### src/rtl/uart_pkg.sv
// Shared types and constants for the auto-baud word receiver.
package uart_pkg;

  typedef enum logic {
    CAL_IDLE,
    CAL_MEAS
  } cal_state_t;

  typedef enum logic [2:0] {
    RX_IDLE,
    RX_START,
    RX_DATA,
    RX_STOP,
    RX_WAIT_HIGH
  } rx_state_t;

  // The host opens every session with this byte; only its start bit is low.
  localparam logic [7:0]  SYNC_BYTE = 8'hFF;
  localparam int unsigned DATA_BITS = 8;

endpackage

### src/rtl/uart_autobaud_meter.sv
// rx synchroniser, edge detect and bit-period measurement from the sync byte.
module uart_autobaud_meter
#(
  parameter int unsigned CNT_W   = 20,
  parameter int unsigned MIN_DIV = 16
) (
  input  logic             clock_i,
  input  logic             reset_i,
  input  logic             rx_i,
  input  logic             rearm_i,
  output logic             rxs_o,
  output logic             fall_o,
  output logic             locked_o,
  output logic [CNT_W-1:0] div_o
);
  import uart_pkg::*;

  logic             meta_q, rxs_q, prev_q;
  logic             rise;
  cal_state_t       state_q, state_d;
  logic [CNT_W-1:0] cnt_q, cnt_d;
  logic [CNT_W-1:0] div_q, div_d;
  logic             locked_q, locked_d;

  assign rise     = ~prev_q & rxs_q;
  assign fall_o   = prev_q & ~rxs_q;
  assign rxs_o    = rxs_q;
  assign locked_o = locked_q;
  assign div_o    = div_q;

  // Two-flop synchroniser plus one delayed copy for edge detection; idles high.
  always_ff @(posedge clock_i or posedge reset_i) begin
    if (reset_i) begin
      meta_q <= 1'b1;
      rxs_q  <= 1'b1;
      prev_q <= 1'b1;
    end else begin
      meta_q <= rx_i;
      rxs_q  <= meta_q;
      prev_q <= rxs_q;
    end
  end

  // Calibration state and measurement registers.
  always_ff @(posedge clock_i or posedge reset_i) begin
    if (reset_i) begin
      state_q  <= CAL_IDLE;
      cnt_q    <= '0;
      div_q    <= '0;
      locked_q <= 1'b0;
    end else begin
      state_q  <= state_d;
      cnt_q    <= cnt_d;
      div_q    <= div_d;
      locked_q <= locked_d;
    end
  end

  // Measure the low time of the sync start bit; reject glitches and overflow.
  always_comb begin
    state_d  = state_q;
    cnt_d    = cnt_q;
    div_d    = div_q;
    locked_d = locked_q;
    if (rearm_i) begin
      state_d  = CAL_IDLE;
      cnt_d    = '0;
      div_d    = '0;
      locked_d = 1'b0;
    end else begin
      case (state_q)
        CAL_IDLE: begin
          if (!locked_q && fall_o) begin
            cnt_d   = '0;
            state_d = CAL_MEAS;
          end
        end
        CAL_MEAS: begin
          if (rise) begin
            // A saturated count means the low outlasted the counter range.
            if ((cnt_q != '1) && (cnt_q >= CNT_W'(MIN_DIV))) begin
              div_d    = cnt_q;
              locked_d = 1'b1;
            end
            state_d = CAL_IDLE;
          end else if (!rxs_q && (cnt_q != '1)) begin
            cnt_d = cnt_q + CNT_W'(1);
          end
        end
        default: state_d = CAL_IDLE;
      endcase
    end
  end

endmodule

### src/rtl/uart_autobaud_word_rx.sv
// 8N1 receiver on the measured bit period; packs bytes MSB-first into words
// presented on a valid/ready handshake with framing, overrun and timeout pulses.
module uart_autobaud_word_rx
#(
  parameter int unsigned WORD_BYTES   = 4,
  parameter int unsigned CNT_W        = 20,
  parameter int unsigned MIN_DIV      = 16,
  parameter int unsigned TIMEOUT_BITS = 32
) (
  input  logic                    clock,
  input  logic                    reset,
  input  logic                    rx,
  input  logic                    rearm,
  output logic                    baud_locked,
  output logic [CNT_W-1:0]        baud_div,
  output logic [8*WORD_BYTES-1:0] word_data,
  output logic                    word_valid,
  input  logic                    word_ready,
  output logic                    frame_err,
  output logic                    overrun_err,
  output logic                    timeout_err
);
  import uart_pkg::*;

  localparam int unsigned WORD_W = DATA_BITS * WORD_BYTES;
  localparam int unsigned IDX_W  = (WORD_BYTES > 1) ? $clog2(WORD_BYTES) : 1;
  localparam int unsigned BIT_W  = $clog2(DATA_BITS);
  localparam int unsigned LIM_W  = CNT_W + 6;
  localparam int unsigned PROD_W = 2 * LIM_W;

  logic                 rxs, rxs_fall;
  rx_state_t            state_q, state_d;
  logic [CNT_W-1:0]     tmr_q, tmr_d;
  logic [BIT_W-1:0]     bit_q, bit_d;
  logic [DATA_BITS-1:0] sh_q, sh_d;
  logic [IDX_W-1:0]     idx_q, idx_d;
  logic [WORD_W-1:0]    asm_q, asm_d;
  logic [WORD_W-1:0]    data_q, data_d;
  logic                 valid_q, valid_d;
  logic                 ferr_q, ferr_d;
  logic                 oerr_q, oerr_d;
  logic                 terr_q, terr_d;
  logic [LIM_W-1:0]     idle_q, idle_d;

  logic [CNT_W-1:0]     half_div;
  logic [PROD_W-1:0]    prod;
  logic [LIM_W-1:0]     idle_lim;
  logic [LIM_W:0]       idle_nxt;

  uart_autobaud_meter #(
    .CNT_W   (CNT_W),
    .MIN_DIV (MIN_DIV)
  ) u_meter (
    .clock_i  (clock),
    .reset_i  (reset),
    .rx_i     (rx),
    .rearm_i  (rearm),
    .rxs_o    (rxs),
    .fall_o   (rxs_fall),
    .locked_o (baud_locked),
    .div_o    (baud_div)
  );

  assign half_div = baud_div >> 1;
  // Idle limit is TIMEOUT_BITS bit-times, clamped to the idle counter range.
  assign prod     = PROD_W'(baud_div) * PROD_W'(TIMEOUT_BITS);
  assign idle_lim = (prod[PROD_W-1:LIM_W] != '0) ? '1 : prod[LIM_W-1:0];
  assign idle_nxt = {1'b0, idle_q} + (LIM_W+1)'(1);

  assign word_data   = data_q;
  assign word_valid  = valid_q;
  assign frame_err   = ferr_q;
  assign overrun_err = oerr_q;
  assign timeout_err = terr_q;

  // Receive state, assembly buffer and output holding registers.
  always_ff @(posedge clock or posedge reset) begin
    if (reset) begin
      state_q <= RX_IDLE;
      tmr_q   <= '0;
      bit_q   <= '0;
      sh_q    <= '0;
      idx_q   <= '0;
      asm_q   <= '0;
      data_q  <= '0;
      valid_q <= 1'b0;
      ferr_q  <= 1'b0;
      oerr_q  <= 1'b0;
      terr_q  <= 1'b0;
      idle_q  <= '0;
    end else begin
      state_q <= state_d;
      tmr_q   <= tmr_d;
      bit_q   <= bit_d;
      sh_q    <= sh_d;
      idx_q   <= idx_d;
      asm_q   <= asm_d;
      data_q  <= data_d;
      valid_q <= valid_d;
      ferr_q  <= ferr_d;
      oerr_q  <= oerr_d;
      terr_q  <= terr_d;
      idle_q  <= idle_d;
    end
  end

  // Bit timing, byte commit, word completion, handshake and idle timeout.
  always_comb begin
    state_d = state_q;
    tmr_d   = tmr_q;
    bit_d   = bit_q;
    sh_d    = sh_q;
    idx_d   = idx_q;
    asm_d   = asm_q;
    data_d  = data_q;
    valid_d = valid_q;
    ferr_d  = 1'b0;
    oerr_d  = 1'b0;
    terr_d  = 1'b0;
    idle_d  = '0;

    if (valid_q && word_ready) valid_d = 1'b0;

    if (rearm) begin
      state_d = RX_IDLE;
      tmr_d   = '0;
      bit_d   = '0;
      idx_d   = '0;
      asm_d   = '0;
      data_d  = '0;
      valid_d = 1'b0;
    end else begin
      case (state_q)
        RX_IDLE: begin
          if (baud_locked && rxs_fall) begin
            tmr_d   = CNT_W'(1);
            state_d = RX_START;
          end else if (idx_q != '0) begin
            if (idle_nxt >= {1'b0, idle_lim}) begin
              idx_d  = '0;
              terr_d = 1'b1;
            end else begin
              idle_d = idle_nxt[LIM_W-1:0];
            end
          end
        end
        RX_START: begin
          if (tmr_q >= half_div) begin
            tmr_d   = CNT_W'(1);
            bit_d   = '0;
            state_d = rxs ? RX_IDLE : RX_DATA;
          end else begin
            tmr_d = tmr_q + CNT_W'(1);
          end
        end
        RX_DATA: begin
          if (tmr_q >= baud_div) begin
            tmr_d = CNT_W'(1);
            sh_d  = {rxs, sh_q[DATA_BITS-1:1]};
            if (bit_q == BIT_W'(DATA_BITS - 1)) state_d = RX_STOP;
            else                                bit_d   = bit_q + BIT_W'(1);
          end else begin
            tmr_d = tmr_q + CNT_W'(1);
          end
        end
        RX_STOP: begin
          if (tmr_q >= baud_div) begin
            if (rxs) begin
              state_d = RX_IDLE;
              // First byte of a word lands in the top slot.
              for (int unsigned b = 0; b < WORD_BYTES; b++) begin
                if (32'(idx_q) + b == WORD_BYTES - 1) asm_d[DATA_BITS*b +: DATA_BITS] = sh_q;
              end
              if (idx_q == IDX_W'(WORD_BYTES - 1)) begin
                idx_d = '0;
                if (!valid_q || word_ready) begin
                  data_d  = asm_d;
                  valid_d = 1'b1;
                end else begin
                  oerr_d = 1'b1;
                end
              end else begin
                idx_d = idx_q + IDX_W'(1);
              end
            end else begin
              ferr_d  = 1'b1;
              idx_d   = '0;
              state_d = RX_WAIT_HIGH;
            end
          end else begin
            tmr_d = tmr_q + CNT_W'(1);
          end
        end
        RX_WAIT_HIGH: begin
          if (rxs) state_d = RX_IDLE;
        end
        default: state_d = RX_IDLE;
      endcase
    end
  end

endmodule

### config.mk
export PLATFORM = sky130hd
export DESIGN_NAME = uart_autobaud_word_rx
export DESIGN_NICKNAME = d
export VERILOG_FILES = /design/src/rtl/uart_pkg.sv /design/src/rtl/uart_autobaud_meter.sv /design/src/rtl/uart_autobaud_word_rx.sv
export SDC_FILE = /design/constraint.sdc
export NUM_CORES = 1
export LEC_CHECK = 0
export CAP_MARGIN = 20
export CORE_MARGIN = 3
export CORE_UTILIZATION = 60
export CTS_CLUSTER_DIAMETER = 200
export DETAILED_ROUTE_END_ITERATION = 8
export HOLD_SLACK_MARGIN = 0.12
export PLACE_DENSITY = 0.9
export SLEW_MARGIN = 5
export SYNTH_ARGS = -nofsm -noshare
export SYNTH_HDL_FRONTEND = slang
export SYNTH_HIERARCHICAL = 1
export SYNTH_SLANG_ARGS = --single-unit
### constraint.sdc
create_clock -name clock -period 5.24 [get_ports clock]
set_input_delay 0.786 -clock clock [delete_from_list [all_inputs] [get_ports clock]]
set_output_delay 0.786 -clock clock [all_outputs]
set_load 0.1 [all_outputs]
==> metrics.csv <==
stage,metric,value,unit
clock_network,Post-CTS Setup Bufs,0,
placement,placed insts,1246,
timing,Slew @ Worst Pin,1.02,ns
timing,Setup-failing EPs final,0,
hold_path,Hold Crit Class,reg -> reg,
synthesis,sequential fraction of the synthesis area,42.2,%
setup_path,family with the most delay on the worst path,simple AND/OR/NAND/NOR gates,
final_layout,final cell count without fillers,1279,
synthesis,top post-synthesis cells by area,"dfrtp_1 (41%), ha_1 (8.7%), mux2i_1 (8.3%)",
setup_path,crit-path max FO,15,
placement,Post-DP Area,10600,um^2
synthesis,Synthesized Nets,1092,
setup_path,CP bufs+invs,1,
timing,final critical-path required period,3.91,ns
setup_path,crit path DAT,4.27,ns
synthesis,leading area contributor after synthesis,dfrtp_1,
synthesis,Post-synth EDFFs,0,
clock_network,clock slew at reported path FFs,0.07,ns
drt,DR pass1 iterations,6,
final_layout,share of cells above drive strength 1,7.34,%
synthesis,Syn Std Cell Area,9920,um^2
setup_path,slowest CP cell,nor4_1,
pwr,Max VDD drop,0.000226,V
timing,Final Cycle Share,74.6,%
setup_path,critical path class,reg -> reg,
die,Placement Rows,46,
synthesis,ys flop type,dfrtp_1,
clock_network,Clock Latency Late Sink,0.44,ns
drt,DR iter-0 viols,880,
pwr,Total Power,2.87,mW
pwr,cell area power density,257,nW/um^2
synthesis,"top cells by count, synth","dfrtp_1 (164), nand2_1 (113), nor2_1 (88)",
timing,clk_skew,0.00663,ns
drt,DR DRC count,0,
global_route,initial antenna violation count,0,
timing,setup TNS,0,ns
clock_network,CTS tree,built,
synthesis,YS warnings,6,
setup_path,crit path launch type,flip-flop,
timing,relative slew slack,32.0,%
drt,Detailed Route WL,24200,um
synthesis,ys async rst share,100,%
final_layout,# fillers,1149,
pwr,Logic pwr share,9.0,%
pwr,Sw Share,27.3,%
setup_path,CP max stage delay,0.57,ns
clock_network,Max clock buf depth,2,
synthesis,syn_area_per_cell,9.74,um^2
drt,vias post-DR,8268,
pwr,Lkg Pwr,4.96,nW
global_route,total track usage,27.3,%
drt,Antenna Violating Nets Remaining,0,
clock_network,CTS Root Cell,clkbuf_16,
synthesis,Post-Syn Instances,1018,
die,Initial Util,62.0,%
pwr,Int Pwr,2.09,mW
global_route,number of global-route vias before repair,8162,
final_layout,layout overhead on the synthesized area,12.6,%
drt,number of vias per cell,6.46,
timing,WHS,0.358,ns
timing,unrepaired setup endpoints after global routing,false,
die,die width,135,um
global_route,largest net degree at the start of global routing,69,
placement,hpwl dp,16500,um
die,die height,135,um
final_layout,n_diodes,0,
clock_network,hold_buf cts,0,
global_route,total grt overflow,0,
run,maxcap violations,0,
pwr,Net Switching,0.784,mW
final_layout,design area,11200,um^2
die,die area,18100,um^2
setup_path,"Req. time, crit path",5.60,ns
die,CORE AREA,16000,um^2
synthesis,share of the synthesized area in the top cell type,41.4,%
synthesis,synth unique cells,77,
global_route,global-route wire length before repair,40000,um
drt,Wirelength per Cell,19.0,um
setup_path,CP cell instances,ha_1 > nand2_1 > nor4_1 > and3_1 > nand4_1 > xnor2_1 > ha_1 > nand4_1 > or3_1 > o22ai_1 > nor4_4 > buf_4 > a32oi_2 > mux2i_1,
clock_network,CTS buffer count,17,
timing,max-slew violations,0,
pwr,clock share of power,42.4,%
synthesis,synthesis-stage register bit count,167,
pwr,Flop pwr share,48.6,%
timing,Final Hold Vio Count,0,
synthesis,most common cell in the netlist,dfrtp_1,
timing,fmax,256,MHz
die,IO Count,62,
outcome,status,"complete, no violations",
placement,Place WS,1.34,ns
setup_path,CP endpoint kind,flip-flop,
clock_network,CTS Sinks,167,
clock_network,H-Tree Depth,4,
clock_network,Resize count post-CTS,0,
placement,number of port buffers,61,
timing,setup slack after layout,1.33,ns
final_layout,fin nets,1124,
final_layout,post-layout util,69.8,%
placement,routability cong.,0.920,
## final timing paths
path,start,end,slack [ns],cells after the start
setup / recovery,idle_q[0],idx_q[0],1.33,14
hold / removal,u_meter/meta_q,u_meter/rxs_o,0.36,0
setup reg to reg,idle_q[0],idx_q[0],1.33,14
hold reg to reg,u_meter/meta_q,u_meter/rxs_o,0.36,0
max in group asynchronous,reset,idle_q[12],3.43,3
min in group asynchronous,reset,u_meter/cnt_q[2],0.87,3
## layout by cell type (no fill, tap or decap), types with 4 or more instances in the layout
| cell | synthesis | final |
|---|---|---|
| a211o_1 | 4 | 4 |
| a211oi_1 | 52 | 52 |
| a21o_1 | 5 | 5 |
| a21oi_1 | 36 | 36 |
| and2_1 | 7 | 7 |
| and3_1 | 33 | 33 |
| and4_1 | 7 | 7 |
| buf_4 | 0 | 7 |
| clkbuf_16 | 0 | 17 |
| clkdlybuf4s50_1 | 0 | 60 |
| dfrtp_1 | 164 | 164 |
| ha_1 | 69 | 69 |
| inv_1 | 40 | 38 |
| mux2_2 | 10 | 10 |
| mux2i_1 | 82 | 82 |
| nand2_1 | 113 | 113 |
| nand2b_1 | 7 | 7 |
| nand3_1 | 23 | 23 |
| nand4_1 | 18 | 18 |
| nor2_1 | 88 | 88 |
| nor2b_1 | 6 | 6 |
| nor3_1 | 10 | 10 |
| nor4_1 | 11 | 11 |
| o21a_1 | 5 | 5 |
| o21ai_0 | 37 | 37 |
| o31ai_1 | 12 | 12 |
| or3_1 | 22 | 22 |
| or4_1 | 10 | 10 |
| xnor2_1 | 13 | 13 |
| xor2_1 | 11 | 11 |
## cells by family after synthesis
kind of cell / Yosys count / synth area share (%)
fa+ha+maj: 69 / 8.71
simple gates: 376 / 19.6
other cells: 1 / 0.0378
compound gates: 192 / 13.6
mux: 92 / 9.41
flops: 167 / 42.2
buf+inv: 97 / 4.40
xor+xnor: 24 / 2.12
## state kept, by name, summed over array words and instances, names as in the netlist
name and cells:
overrun_err 1, u_meter/locked_o 1, state_q 3, u_meter/cnt_q 20, u_meter/prev_q 1, timeout_err 1
u_meter/rxs_o 1, u_meter/div_o 20, u_meter/state_q 1, sh_q 8, word_data 32, word_valid 1
tmr_q 20, u_meter/meta_q 1, frame_err 1, bit_q 3, idx_q 2, asm_q 24
idle_q 26
## power groups by stage
stage	Combinational (mW)	Sequential [mW]	Clock, mW
floorplan	0.226	1.36	0
global placement	0.238	1.41	0
detailed placement	0.246	1.41	0
CTS	0.252	1.39	1.22
global route	0.282	1.40	1.28
finish	0.258	1.39	1.22
## area by class of cell
class	instances	area, um^2	area share (%)
Multi-Input combinational cell	754	5300	47.4
Sequential cell	167	4180	37.5
Timing Repair Buffer	69	686	6.14
Clock buffer	19	453	4.06
Tap cell	216	270	2.42
Inverter	41	156	1.40
Clock inverter	13	120	1.08
## per-layer routing
layer	track usage [%]	up-vias	part of all wire (%)
met5	0	-	0
met4	11.3	0	2.8
met3	5.10	70	7.0
met2	44.1	398	48
met1	36.7	4044	42
li1	-	3756	-
No activity file was read; power rests on OpenSTA's default activity.
